`src/rtl/reg_select_scoreboard.sv`:
```
`default_nettype none
// +--------------------------------------------------------------------------+
// | Module   : reg_select_scoreboard                                         |
// | Function : IR latch, Gra/Grb/Grc register select with one-hot enables,   |
// |            C-field sign extension and an optional register scoreboard    |
// |            (enabled by defining REG_SELECT_SCOREBOARD_EN).               |
// | Revision : 1.0                                                          |
// +--------------------------------------------------------------------------+
module reg_select_scoreboard #(
   parameter int DATA_W   = 32,
   parameter int NUM_REGS = 16
) (
   input  logic                        clk,
   input  logic                        clr,
   input  logic [DATA_W-1:0]           IR_d,
   input  logic                        IRin,
   input  logic                        Gra,
   input  logic                        Grb,
   input  logic                        Grc,
   input  logic                        Rin,
   input  logic                        Rout,
   input  logic                        BAout,
   input  logic                        mark_busy,
   input  logic                        wb_done,
   input  logic [$clog2(NUM_REGS)-1:0] wb_idx,
   output logic [DATA_W-1:0]           IR_q,
   output logic [DATA_W-1:0]           C_sign_extended,
   output logic [$clog2(NUM_REGS)-1:0] sel_idx,
   output logic [NUM_REGS-1:0]         R_in,
   output logic [NUM_REGS-1:0]         R_out,
   output logic [NUM_REGS-1:0]         busy,
   output logic                        stall
);

   localparam int SEL_W = $clog2(NUM_REGS);
   localparam int CW    = 27 - 2*SEL_W;

   logic [DATA_W-1:0]   r_ir;
   logic [SEL_W-1:0]    w_ra;
   logic [SEL_W-1:0]    w_rb;
   logic [SEL_W-1:0]    w_rc;
   logic [SEL_W-1:0]    w_sel;
   logic                w_any_gr;
   logic                w_r0_base;
   logic                w_read;
   logic [NUM_REGS-1:0] w_onehot;

   always_ff @(posedge clk or posedge clr) begin
      if (clr) begin
         r_ir <= '0;
      end else if (IRin) begin
         r_ir <= IR_d;
      end
   end

   assign w_ra = r_ir[26 -: SEL_W];
   assign w_rb = r_ir[26-SEL_W -: SEL_W];
   assign w_rc = r_ir[26-2*SEL_W -: SEL_W];

   assign w_any_gr = Gra | Grb | Grc;

   always_comb begin
      w_sel = '0;
      if (Gra) begin
         w_sel = w_ra;
      end else if (Grb) begin
         w_sel = w_rb;
      end else if (Grc) begin
         w_sel = w_rc;
      end
   end

   assign w_onehot  = {{(NUM_REGS-1){1'b0}}, 1'b1} << w_sel;
   // R0 used as a base register reads as zero, so it neither drives nor stalls.
   assign w_r0_base = BAout & (w_sel == '0);
   assign w_read    = (Rout | BAout) & w_any_gr & ~w_r0_base;

   assign IR_q            = r_ir;
   assign sel_idx         = w_sel;
   assign R_in            = (Rin & w_any_gr) ? w_onehot : '0;
   assign R_out           = w_read ? w_onehot : '0;
   assign C_sign_extended = {{(DATA_W-CW){r_ir[CW-1]}}, r_ir[CW-1:0]};

`ifdef REG_SELECT_SCOREBOARD_EN
   logic [NUM_REGS-1:0] r_busy;

   // The set is written after the clear so a same-index collision leaves it busy.
   always_ff @(posedge clk or posedge clr) begin
      if (clr) begin
         r_busy <= '0;
      end else begin
         if (wb_done) begin
            r_busy[wb_idx] <= 1'b0;
         end
         if (mark_busy) begin
            r_busy[w_ra] <= 1'b1;
         end
      end
   end

   assign busy  = r_busy;
   assign stall = w_read & r_busy[w_sel];
`else
   logic w_unused_sb;

   assign w_unused_sb = &{1'b0, mark_busy, wb_done, wb_idx};
   assign busy        = '0;
   assign stall       = 1'b0;
`endif

endmodule
`default_nettype wire

```
`config.mk`:
```
export PLATFORM = sky130hd
export DESIGN_NAME = reg_select_scoreboard
export DESIGN_NICKNAME = d
export VERILOG_FILES = /design/src/rtl/reg_select_scoreboard.sv
export SDC_FILE = /design/constraint.sdc
export NUM_CORES = 1
export LEC_CHECK = 0
export ABC_AREA = 1
export BUFFER_PORTS_ARGS = -buffer_cell sky130_fd_sc_hd__buf_2
export CORE_MARGIN = 1.5
export CORE_UTILIZATION = 39
export CTS_CLUSTER_DIAMETER = 120
export DETAILED_ROUTE_END_ITERATION = 10
export HOLD_SLACK_MARGIN = 0.03
export PLACE_DENSITY = 0.81
export SYNTH_ARGS = -nofsm -noshare
export SYNTH_HDL_FRONTEND = slang
export SYNTH_SLANG_ARGS = --single-unit
export TNS_END_PERCENT = 10
```
`constraint.sdc`:
```
create_clock -name clk -period 2 [get_ports clk]
set_input_delay 0.4 -clock clk [delete_from_list [all_inputs] [get_ports clk]]
set_output_delay 0.4 -clock clk [all_outputs]
set_load 0.02 [all_outputs]
```
==> impl_metrics.env, run 1 <==
export IMPL_status="finished, violations left"
export IMPL_violations_in_the_final_reports="setup timing"
export IMPL_cp_arrival_ps=1650
export IMPL_port_buffer_count=140
export IMPL_finalCriticalPeriod_ps=2050
export IMPL_synthDistinctLibCells=21
export IMPL_worst_hold_slack_ps=206
export IMPL_grt_start_max_net_pins=33
export IMPL_dpl_cell_area_mm2=0.00247
export IMPL_cts_clk_slew_worst_paths_ps=70
export IMPL_design_area_mm2=0.00287
export IMPL_viasPerCell=4.53
export IMPL_crit_path_top_delay_cell="sky130_fd_sc_hd__dfrtp_1"
export IMPL_globalRouteOverflowTotal=0
export IMPL_via_count_of_the_first_global_routing_pass=1642
export IMPL_clk_root_buf="sky130_fd_sc_hd__clkbuf_8"
export IMPL_die_h_um=74.3
export IMPL_synth_edf_count=0
export IMPL_finalCritPeriodShare=1.03
export IMPL_antenna_violating_nets_post_route=0
export IMPL_path_max_fanout=7
export IMPL_timing_final_hold_violations=0
export IMPL_synthDominantAreaCellType="sky130_fd_sc_hd__dfrtp_1"
export IMPL_worst_ep_required_time_ps=1600
export IMPL_num_rows=25
export IMPL_cp_end_kind="primary output"
export IMPL_timing_critical_path_cells="a21oi_2 -> nand2_2 -> nand2_4 -> nand2_4 -> nor2_4 -> nand2_4 -> nand2_4 -> nor2_1 -> buf_4"
export IMPL_setup_violations_final=18
export IMPL_dp_final_hpwl_mm=3.77
export IMPL_final_setup_worst_slack_ps=-53.7
export IMPL_drv_slew=0
export IMPL_synth_cell_area_mm2=0.00198
export IMPL_timing_worst_setup_path_type="reg -> out"
export IMPL_cts_max_level=2
export IMPL_drv_max_cap_violation_count=0
export IMPL_core_area_mm2=0.00482
export IMPL_final_net_count=388
export IMPL_netlist_area_leader_share=0.404
export IMPL_initial_utilization=0.412
export IMPL_syn_instance_count=217
export IMPL_min_path_type="in -> async"
export IMPL_fin_setup_tns_ps=-650
export IMPL_max_freq_mhz=487
export IMPL_irDropWorstVdd_mv=0.486
export IMPL_ys_dominant_reg_cell="sky130_fd_sc_hd__dfrtp_1"
export IMPL_fp_dieArea_mm2=0.00552
export IMPL_cp_slowest_stage_delay_ps=400
export IMPL_critical_path_most_common_cell="sky130_fd_sc_hd__nand2_4"
export IMPL_antenna_cells_inserted=0
export IMPL_utilization=0.596
export IMPL_clock_tree_buffer_depth=2
export IMPL_largest_register_ffs=32
export IMPL_clk_lat_worst_skew_ps=270
export IMPL_rr_worst_depth=2
export IMPL_yosysWarnings=0
export IMPL_globalRouteTotalUtil=0.177
export IMPL_drcViolationCount=0
export IMPL_leading_post_synthesis_cells_by_instance_count="sky130_fd_sc_hd__buf_4, sky130_fd_sc_hd__nor2_1, sky130_fd_sc_hd__dfrtp_1, sky130_fd_sc_hd__mux2_2, sky130_fd_sc_hd__nand3_1"
export IMPL_routed_via_count=1853
export IMPL_synth_yosys_seq_area_share=0.404
export IMPL_synthArstFlopShare=1.00
export IMPL_ios=164
export IMPL_critPathLaunchType="flop"
export IMPL_initial_antenna_violation_count=0
export IMPL_fin_skew_ps=0
export IMPL_cts_tree="built"
export IMPL_post_synth_main_area_contributors="sky130_fd_sc_hd__dfrtp_1, sky130_fd_sc_hd__buf_4, sky130_fd_sc_hd__mux2_2"
export IMPL_place_gp_congestion=0.790
export IMPL_post_route_cells_drive_above_1_share=0.655
export IMPL_cts_sinks=32
export IMPL_cts_buffers=5
export IMPL_chipWidth_um=74.3
export IMPL_post_drt_wl_per_cell_um=12.7
export IMPL_yosys_cell_count_top_type="sky130_fd_sc_hd__buf_4"
export IMPL_totalWireLength_mm=5.18
export IMPL_drt_pre_antenna_iters=4
export IMPL_area_growth_synth_to_final_pct=44.8
export IMPL_postSynthRegisterBits=32
export IMPL_syn_area_per_cell_um2=9.14
export IMPL_drt_iter0_drc=64
export IMPL_relSlewSlack=0.584
export IMPL_power_leakage_nw=1.55
export IMPL_rsz0062_at_grt="true"
export IMPL_pwr_density_mw_per_mm2=765
export IMPL_wire_length_of_the_first_global_routing_pass_mm=7.32
export IMPL_worstMarginPinSlew_ps=624
-- repair_timing --
item,in CTS,in global routing
pin swaps,7,18
gates resized for setup,15,41
buffers inserted,6,5
hold buffers,0,0
endpoints found under the setup margin,27,32
gates cloned,1,0
-- stage by stage --
step | total power [mW] | setup WS (ps) | cells
6_report | 2.20 | -53.7 | 409
5_1_grt | 2.31 | -148 | 409
4_1_cts | 2.16 | -47.4 | 404
3_5_place_dp | 1.45 | 13.1 | 389
3_3_place_gp | 1.43 | 0.527 | 389
2_1_floorplan | 1.32 | 57.4 | 233
-- layout by cell type (no fill, tap or decap), drive strengths merged --
| cell type | count |
|---|---|
| buf | 156 |
| nor2 | 37 |
| dfrtp | 32 |
| mux2 | 28 |
| nand2 | 24 |
| conb | 17 |
| nand3 | 16 |
| inv | 11 |
| clkbuf | 7 |
| o21ai | 4 |
| a21oi | 4 |
| nor3 | 2 |
| clkinv | 1 |
| nand4 | 1 |
| nand3b | 1 |
| bufinv | 1 |
-- critical path: cells and delay by family, from the launching register on --
kind | cells | cell delay (ps)
buffers and inverters | 1 | 150
and+or+nand+nor | 7 | 670
DFF | 1 | 400
AOI/OAI and AO/OA | 1 | 150
-- metal layers --
metal,track usage,up-vias,routed length (um),part of all wire
met5,0,-,0,0
met4,0.0586,0,62,0.012
met3,0.0556,6,463,0.089
met2,0.328,112,2750,0.53
met1,0.190,858,1900,0.37
li1,-,877,-,-
-- cell families (layout without fill, tap and decap cells) --
| kind of cell | count (synthesis) | count (layout) | synth area share |
|---|---|---|---|
| mux | 28 | 28 | 0.159 |
| simple gates | 80 | 81 | 0.187 |
| flops | 32 | 32 | 0.404 |
| compound gates | 8 | 8 | 0.0202 |
| other cells | 1 | 17 | 0.00189 |
| buf+inv | 68 | 176 | 0.228 |
-- layout make-up --
type                       count  area (um2)
fill                         414        1940
tap                           67        83.8
inverter                      12        48.8
clock buffer                   7        96.3
sequential                    32         802
clock inverter                 1        30.0
multi-input combinational    134         907
timing repair buffer         156         905
-- worst paths after layout --
check,from,endpoint,slack [ps]
max,IR_q[20],R_out[7],-50
min,clr,IR_q[2],210
max reg2reg,IR_q[18],IR_q[18],1050
min reg2reg,IR_q[31],IR_q[31],500
max in group asynchronous,clr,IR_q[18],1470
min in group clk,IR_d[26],IR_q[26],330
-- where the power goes --
part / switching, mW / internal (mW)
clock: 0.230 / 0.439
sequential: 0.0432 / 0.712
combinational: 0.490 / 0.285
Note: power is estimated with default switching activity, not from simulation.
==> inputs of run 2 (changes only) <==
--- a/config.mk
+++ b/config.mk
@@ -12,7 +12,7 @@
 export CTS_CLUSTER_DIAMETER = 120
 export DETAILED_ROUTE_END_ITERATION = 10
 export HOLD_SLACK_MARGIN = 0.03
-export PLACE_DENSITY = 0.81
+export PLACE_DENSITY = 0.79
 export SYNTH_ARGS = -nofsm -noshare
 export SYNTH_HDL_FRONTEND = slang
 export SYNTH_SLANG_ARGS = --single-unit
==> constraint.sdc (replaced) <==
create_clock -name clk -period 2.2 [get_ports clk]
set_input_delay 0.44 -clock clk [delete_from_list [all_inputs] [get_ports clk]]
set_output_delay 0.44 -clock clk [all_outputs]
set_load 0.02 [all_outputs]
==> impl_metrics.env, run 2 (synthesized netlist as in run 1, its figures left out) <==
export IMPL_fp_dieArea_mm2=0.00552
export IMPL_setup_violations_final=0
export IMPL_worst_ep_required_time_ps=1760
export IMPL_ios=164
export IMPL_totalWireLength_mm=4.90
export IMPL_globalRouteTotalUtil=0.162
export IMPL_initial_utilization=0.412
export IMPL_cts_max_level=2
export IMPL_initial_antenna_violation_count=0
export IMPL_timing_worst_setup_path_type="reg -> out"
export IMPL_rr_worst_depth=2
export IMPL_irDropWorstVdd_mv=0.417
export IMPL_layout_cells_most_common_list="sky130_fd_sc_hd__buf_2, sky130_fd_sc_hd__nor2_1, sky130_fd_sc_hd__dfrtp_1"
export IMPL_timing_final_hold_violations=0
export IMPL_status="complete, no violations"
export IMPL_cts_buffers=5
export IMPL_worstMarginPinSlew_ps=627
export IMPL_relSlewSlack=0.582
export IMPL_dp_cells=388
export IMPL_post_route_cells_drive_above_1_share=0.603
export IMPL_clk_lat_worst_skew_ps=270
export IMPL_mostFrequentLayoutCell="sky130_fd_sc_hd__buf_2"
export IMPL_cts_tree="built"
export IMPL_largest_register_ffs=32
export IMPL_cts_clk_slew_worst_paths_ps=70
export IMPL_fin_setup_tns_ps=0
export IMPL_cp_arrival_ps=1680
export IMPL_drcViolationCount=0
export IMPL_viasPerCell=4.39
export IMPL_wire_length_of_the_first_global_routing_pass_mm=6.77
export IMPL_antenna_violating_nets_post_route=0
export IMPL_via_count_of_the_first_global_routing_pass=1493
export IMPL_fin_skew_ps=0
export IMPL_final_net_count=386
export IMPL_drv_slew=0
export IMPL_max_freq_mhz=472
export IMPL_min_path_type="in -> async"
export IMPL_dp_final_hpwl_mm=3.76
export IMPL_power_leakage_nw=1.50
export IMPL_routed_via_count=1786
export IMPL_clock_tree_buffer_depth=2
export IMPL_clk_root_buf="sky130_fd_sc_hd__clkbuf_8"
export IMPL_chipWidth_um=74.3
export IMPL_place_gp_congestion=0.690
export IMPL_drv_max_cap_violation_count=0
export IMPL_cp_end_kind="primary output"
export IMPL_finalCriticalPeriod_ps=2120
export IMPL_cts_sinks=32
export IMPL_globalRouteOverflowTotal=0
export IMPL_critPathLaunchType="flop"
export IMPL_utilization=0.556
export IMPL_design_area_mm2=0.00268
export IMPL_power_total_mw=1.81
export IMPL_antenna_cells_inserted=0
export IMPL_path_max_fanout=7
export IMPL_finalCritPeriodShare=0.963
export IMPL_drt_pre_antenna_iters=4
export IMPL_pwr_density_mw_per_mm2=676
export IMPL_stdcell_count=407
export IMPL_core_area_mm2=0.00482
export IMPL_port_buffer_count=140
export IMPL_area_growth_synth_to_final_pct=35.1
export IMPL_grt_start_max_net_pins=33
export IMPL_ctsHoldBuffers=0
export IMPL_post_drt_wl_per_cell_um=12.0
export IMPL_die_h_um=74.3
export IMPL_drt_iter0_drc=42
export IMPL_num_rows=25
export IMPL_dpl_cell_area_mm2=0.00245
run 2: changes by cell type in the layout (fill, tap and decap cells not counted), moves of 3 or more:
cell                      before  now
sky130_fd_sc_hd__buf_4        31   14
sky130_fd_sc_hd__buf_2       119  139
sky130_fd_sc_hd__nand2_1      12   15
sky130_fd_sc_hd__nor2_2        5    1
sky130_fd_sc_hd__nand3_2       5    0
sky130_fd_sc_hd__buf_6         5    0
sky130_fd_sc_hd__nor2_1       29   33
sky130_fd_sc_hd__nand3_1      11   16
run 2: timing repair:
action	in CTS	in global routing
pin swaps	0	5
setup endpoints to repair	1	27
setup buffers	0	10
cloned	0	1
hold endpoints to repair	0	0
gates resized for setup	1	11
run 2: routing by layer:
metal | track usage | vias to the layer above | share of wire
met2 | 0.297 | 106 | 0.52
met1 | 0.183 | 806 | 0.38
met4 | 0.0485 | 0 | 0.0075
li1 | - | 870 | -
met3 | 0.0461 | 4 | 0.091
met5 | 0 | - | 0
run 2: area by class of cell:
class	count	area [um2]
timing repair buffer	154	806
inverter	12	48.8
multi-input combinational	134	847
fill	446	2140
sequential	32	801
tap	67	83.8
clock buffer	7	86.3
clock inverter	1	7.51
run 2: power breakdown:
group / internal [mW] / switching [mW]
sequential: 0.647 / 0.0393
clock: 0.254 / 0.212
combinational: 0.234 / 0.425
total: 1.14 / 0.677
run 2: path summary, 6_finish.rpt:
path	start	endpoint	slack (ps)
worst max-delay path	IR_q[22]	R_out[4]	80
worst min-delay path	clr	IR_q[8]	230
worst max register to register	IR_q[18]	IR_q[18]	1270
worst min register to register	IR_q[31]	IR_q[31]	510
max in group asynchronous	clr	IR_q[29]	1670
min in group clk	IR_d[26]	IR_q[26]	380
run 2: through the flow:
stage,setup slack (ps),hold slack [ps]
2_1_floorplan,104,556
3_3_place_gp,154,489
3_5_place_dp,130,500
4_1_cts,35.7,242
5_1_grt,-20.3,271
6_report,80.3,230
run 2: critical path, stage by stage, from the launching register on:
cell,delay (ps)
sky130_fd_sc_hd__dfrtp_1,410
sky130_fd_sc_hd__a21oi_2,140
sky130_fd_sc_hd__nand2_1,90
sky130_fd_sc_hd__nand2_4,130
sky130_fd_sc_hd__nand2_2,90
sky130_fd_sc_hd__nor2_4,140
sky130_fd_sc_hd__nand2_4,90
sky130_fd_sc_hd__nand2_4,110
sky130_fd_sc_hd__nor2_1,50
sky130_fd_sc_hd__buf_2,150
==> inputs of run 3 (changes only) <==
--- a/config.mk
+++ b/config.mk
@@ -5,14 +5,14 @@
 export SDC_FILE = /design/constraint.sdc
 export NUM_CORES = 1
 export LEC_CHECK = 0
-export ABC_AREA = 1
 export BUFFER_PORTS_ARGS = -buffer_cell sky130_fd_sc_hd__buf_2
 export CORE_MARGIN = 1.5
-export CORE_UTILIZATION = 39
+export CORE_UTILIZATION = 40
+export CTS_BUF_LIST = sky130_fd_sc_hd__clkbuf_4 sky130_fd_sc_hd__clkbuf_8
 export CTS_CLUSTER_DIAMETER = 120
 export DETAILED_ROUTE_END_ITERATION = 10
 export HOLD_SLACK_MARGIN = 0.03
-export PLACE_DENSITY = 0.79
+export PLACE_DENSITY = 0.83
 export SYNTH_ARGS = -nofsm -noshare
 export SYNTH_HDL_FRONTEND = slang
 export SYNTH_SLANG_ARGS = --single-unit
==> impl_metrics.env, run 3 <==
export IMPL_synthArstFlopShare=1.00
export IMPL_finalCritPeriodShare=0.985
export IMPL_postSynthRegisterBits=32
export IMPL_routed_via_count=1613
export IMPL_largest_register_ffs=32
export IMPL_globalRouteOverflowTotal=0
export IMPL_dp_final_hpwl_mm=3.25
export IMPL_totalWireLength_mm=4.25
export IMPL_num_rows=25
export IMPL_leading_post_synthesis_cells_by_instance_count="sky130_fd_sc_hd__buf_4, sky130_fd_sc_hd__nor2_1, sky130_fd_sc_hd__dfrtp_1, sky130_fd_sc_hd__mux2_2, sky130_fd_sc_hd__nand3b_1"
export IMPL_fp_dieArea_mm2=0.00527
export IMPL_yosys_cell_count_top_type="sky130_fd_sc_hd__buf_4"
export IMPL_syn_area_per_cell_um2=10.3
export IMPL_crit_path_top_delay_cell="sky130_fd_sc_hd__or3b_4"
export IMPL_design_area_mm2=0.00262
export IMPL_synth_edf_count=0
export IMPL_clk_lat_worst_skew_ps=270
export IMPL_layout_cells_most_common_list="sky130_fd_sc_hd__buf_2, sky130_fd_sc_hd__dfrtp_1, sky130_fd_sc_hd__mux2_2"
export IMPL_drcViolationCount=0
export IMPL_status="complete, no violations"
export IMPL_drv_max_cap_violation_count=0
export IMPL_rsz0062_at_grt="true"
export IMPL_cp_arrival_ps=1730
export IMPL_yosysWarnings=0
export IMPL_worst_hold_slack_ps=244
export IMPL_core_area_mm2=0.00469
export IMPL_cts_tree="built"
export IMPL_finalCriticalPeriod_ps=2170
export IMPL_power_leakage_nw=1.39
export IMPL_min_path_type="in -> async"
export IMPL_worst_ep_required_time_ps=1760
export IMPL_timing_critical_path_cells="a21oi_2 -> a22oi_4 -> buf_6 -> or3b_4 -> nor2_1 -> buf_4"
export IMPL_max_freq_mhz=462
export IMPL_die_h_um=72.6
export IMPL_post_synth_main_area_contributors="sky130_fd_sc_hd__dfrtp_1, sky130_fd_sc_hd__buf_4, sky130_fd_sc_hd__mux2_2"
export IMPL_synth_yosys_seq_area_share=0.413
export IMPL_drt_pre_antenna_iters=4
export IMPL_synthDominantAreaCellType="sky130_fd_sc_hd__dfrtp_1"
export IMPL_drt_iter0_drc=43
export IMPL_power_total_mw=1.75
export IMPL_timing_worst_setup_path_type="reg -> out"
export IMPL_dpl_cell_area_mm2=0.00241
export IMPL_netlist_area_leader_share=0.413
export IMPL_ys_dominant_reg_cell="sky130_fd_sc_hd__dfrtp_1"
export IMPL_critPathTopFamily="simple AND/OR/NAND/NOR gates"
export IMPL_cts_buffers=5
export IMPL_timing_final_hold_violations=0
export IMPL_grt_start_max_net_pins=33
export IMPL_cp_end_kind="primary output"
export IMPL_initial_utilization=0.413
export IMPL_fin_setup_tns_ps=0
export IMPL_synth_cell_area_mm2=0.00194
export IMPL_area_growth_synth_to_final_pct=35.4
export IMPL_fin_skew_ps=0
export IMPL_worstMarginPinSlew_ps=661
export IMPL_post_drt_wl_per_cell_um=11.8
export IMPL_port_buffer_count=140
export IMPL_ctsHoldBuffers=0
export IMPL_pwr_density_mw_per_mm2=666
export IMPL_mostFrequentLayoutCell="sky130_fd_sc_hd__buf_2"
export IMPL_antenna_cells_inserted=0
export IMPL_final_fill_count=432
export IMPL_syn_instance_count=188
export IMPL_globalRouteTotalUtil=0.149
export IMPL_post_route_cells_drive_above_1_share=0.673
export IMPL_cts_clk_slew_worst_paths_ps=60
export IMPL_ios=164
export IMPL_viasPerCell=4.48
export IMPL_cp_buffers_inverters=2
export IMPL_cts_sinks=32
export IMPL_cp_slowest_stage_delay_ps=420
export IMPL_final_net_count=353
export IMPL_relSlewSlack=0.559
export IMPL_place_gp_congestion=0.717
export IMPL_setup_violations_final=0
export IMPL_chipWidth_um=72.6
export IMPL_clk_root_buf="sky130_fd_sc_hd__clkbuf_8"
export IMPL_clock_tree_buffer_depth=2
export IMPL_cts_max_level=2
export IMPL_initial_antenna_violation_count=0
export IMPL_wire_length_of_the_first_global_routing_pass_mm=6.04
export IMPL_drv_slew=0
export IMPL_critPathLaunchType="flop"
export IMPL_irDropWorstVdd_mv=0.395
export IMPL_antenna_violating_nets_post_route=0
export IMPL_via_count_of_the_first_global_routing_pass=1311
export IMPL_synthDistinctLibCells=22
export IMPL_path_max_fanout=4
## run 3: cell count changes in the layout (fill, tap and decap cells not counted), moves of 4 or more
| cell | change |
|---|---|
| sky130_fd_sc_hd__inv_1 | -7 |
| sky130_fd_sc_hd__nor2_1 | -4 |
| sky130_fd_sc_hd__nand2_4 | -6 |
| sky130_fd_sc_hd__nand3b_1 | +6 |
| sky130_fd_sc_hd__buf_6 | +5 |
| sky130_fd_sc_hd__nand3_1 | -15 |
| sky130_fd_sc_hd__buf_2 | -14 |
| sky130_fd_sc_hd__buf_4 | +7 |
| sky130_fd_sc_hd__nand2_1 | -11 |
## run 3: power breakdown
group          leakage [nW]  internal [mW]  switching, mW
sequential            0.374          0.648         0.0382
clock                0.0445          0.227          0.191
combinational         0.971          0.243          0.401
## run 3: kinds of logic after synthesis
group           Yosys count  synth area share
compound gates           10            0.0484
buf+inv                  59             0.213
mux                      30             0.174
other cells               1           0.00194
flops                    32             0.413
simple gates             56             0.149
## run 3: final cells by class
cell class / instances / area [um2] / area share
Clock buffer: 6 / 76.3 / 0.0291
Clock inverter: 1 / 5.00 / 0.00191
Inverter: 3 / 11.3 / 0.00429
Multi-Input combinational cell: 113 / 821 / 0.313
Sequential cell: 32 / 802 / 0.306
Tap cell: 54 / 67.6 / 0.0258
Timing Repair Buffer: 151 / 840 / 0.320
## run 3: stage by stage
stage               worst slack (ps)  instances  utilization
CTS                            -28.8        355        0.532
detailed placement              4.22        348        0.514
finish                          33.5        360        0.559
global placement                16.9        348        0.514
global route                   -49.5        360        0.559
floorplan                      -54.0        204            -
## run 3: final timing paths
check	startpoint	endpoint	slack, ps	depth (start not counted)
worst max-delay path	IR_q[21]	R_out[3]	30	6
worst min-delay path	clr	IR_q[5]	240	3
worst max register to register	IR_q[18]	IR_q[18]	1260	2
worst min register to register	IR_q[30]	IR_q[30]	510	1
max in group asynchronous	clr	IR_q[18]	1650	3
min in group clk	IR_d[26]	IR_q[26]	380	3
## run 3: repair_timing
action                     4_1_cts  5_1_grt
setup endpoints to repair        5       31
gates resized for setup          1       33
buffers inserted                 0        5
pin swaps                        0        8
## run 3: worst min-delay path: cells and delay by family
family	cells	cell delay [ps]
buf+inv	3	490
## run 3: per-layer routing
| layer | vias to the layer above | GRT usage | share of wire |
|---|---|---|---|
| met5 | - | 0 | 0 |
| met4 | 0 | 0.0503 | 0.012 |
| met3 | 6 | 0.0470 | 0.093 |
| met2 | 100 | 0.271 | 0.53 |
| met1 | 721 | 0.163 | 0.36 |
| li1 | 786 | - | - |
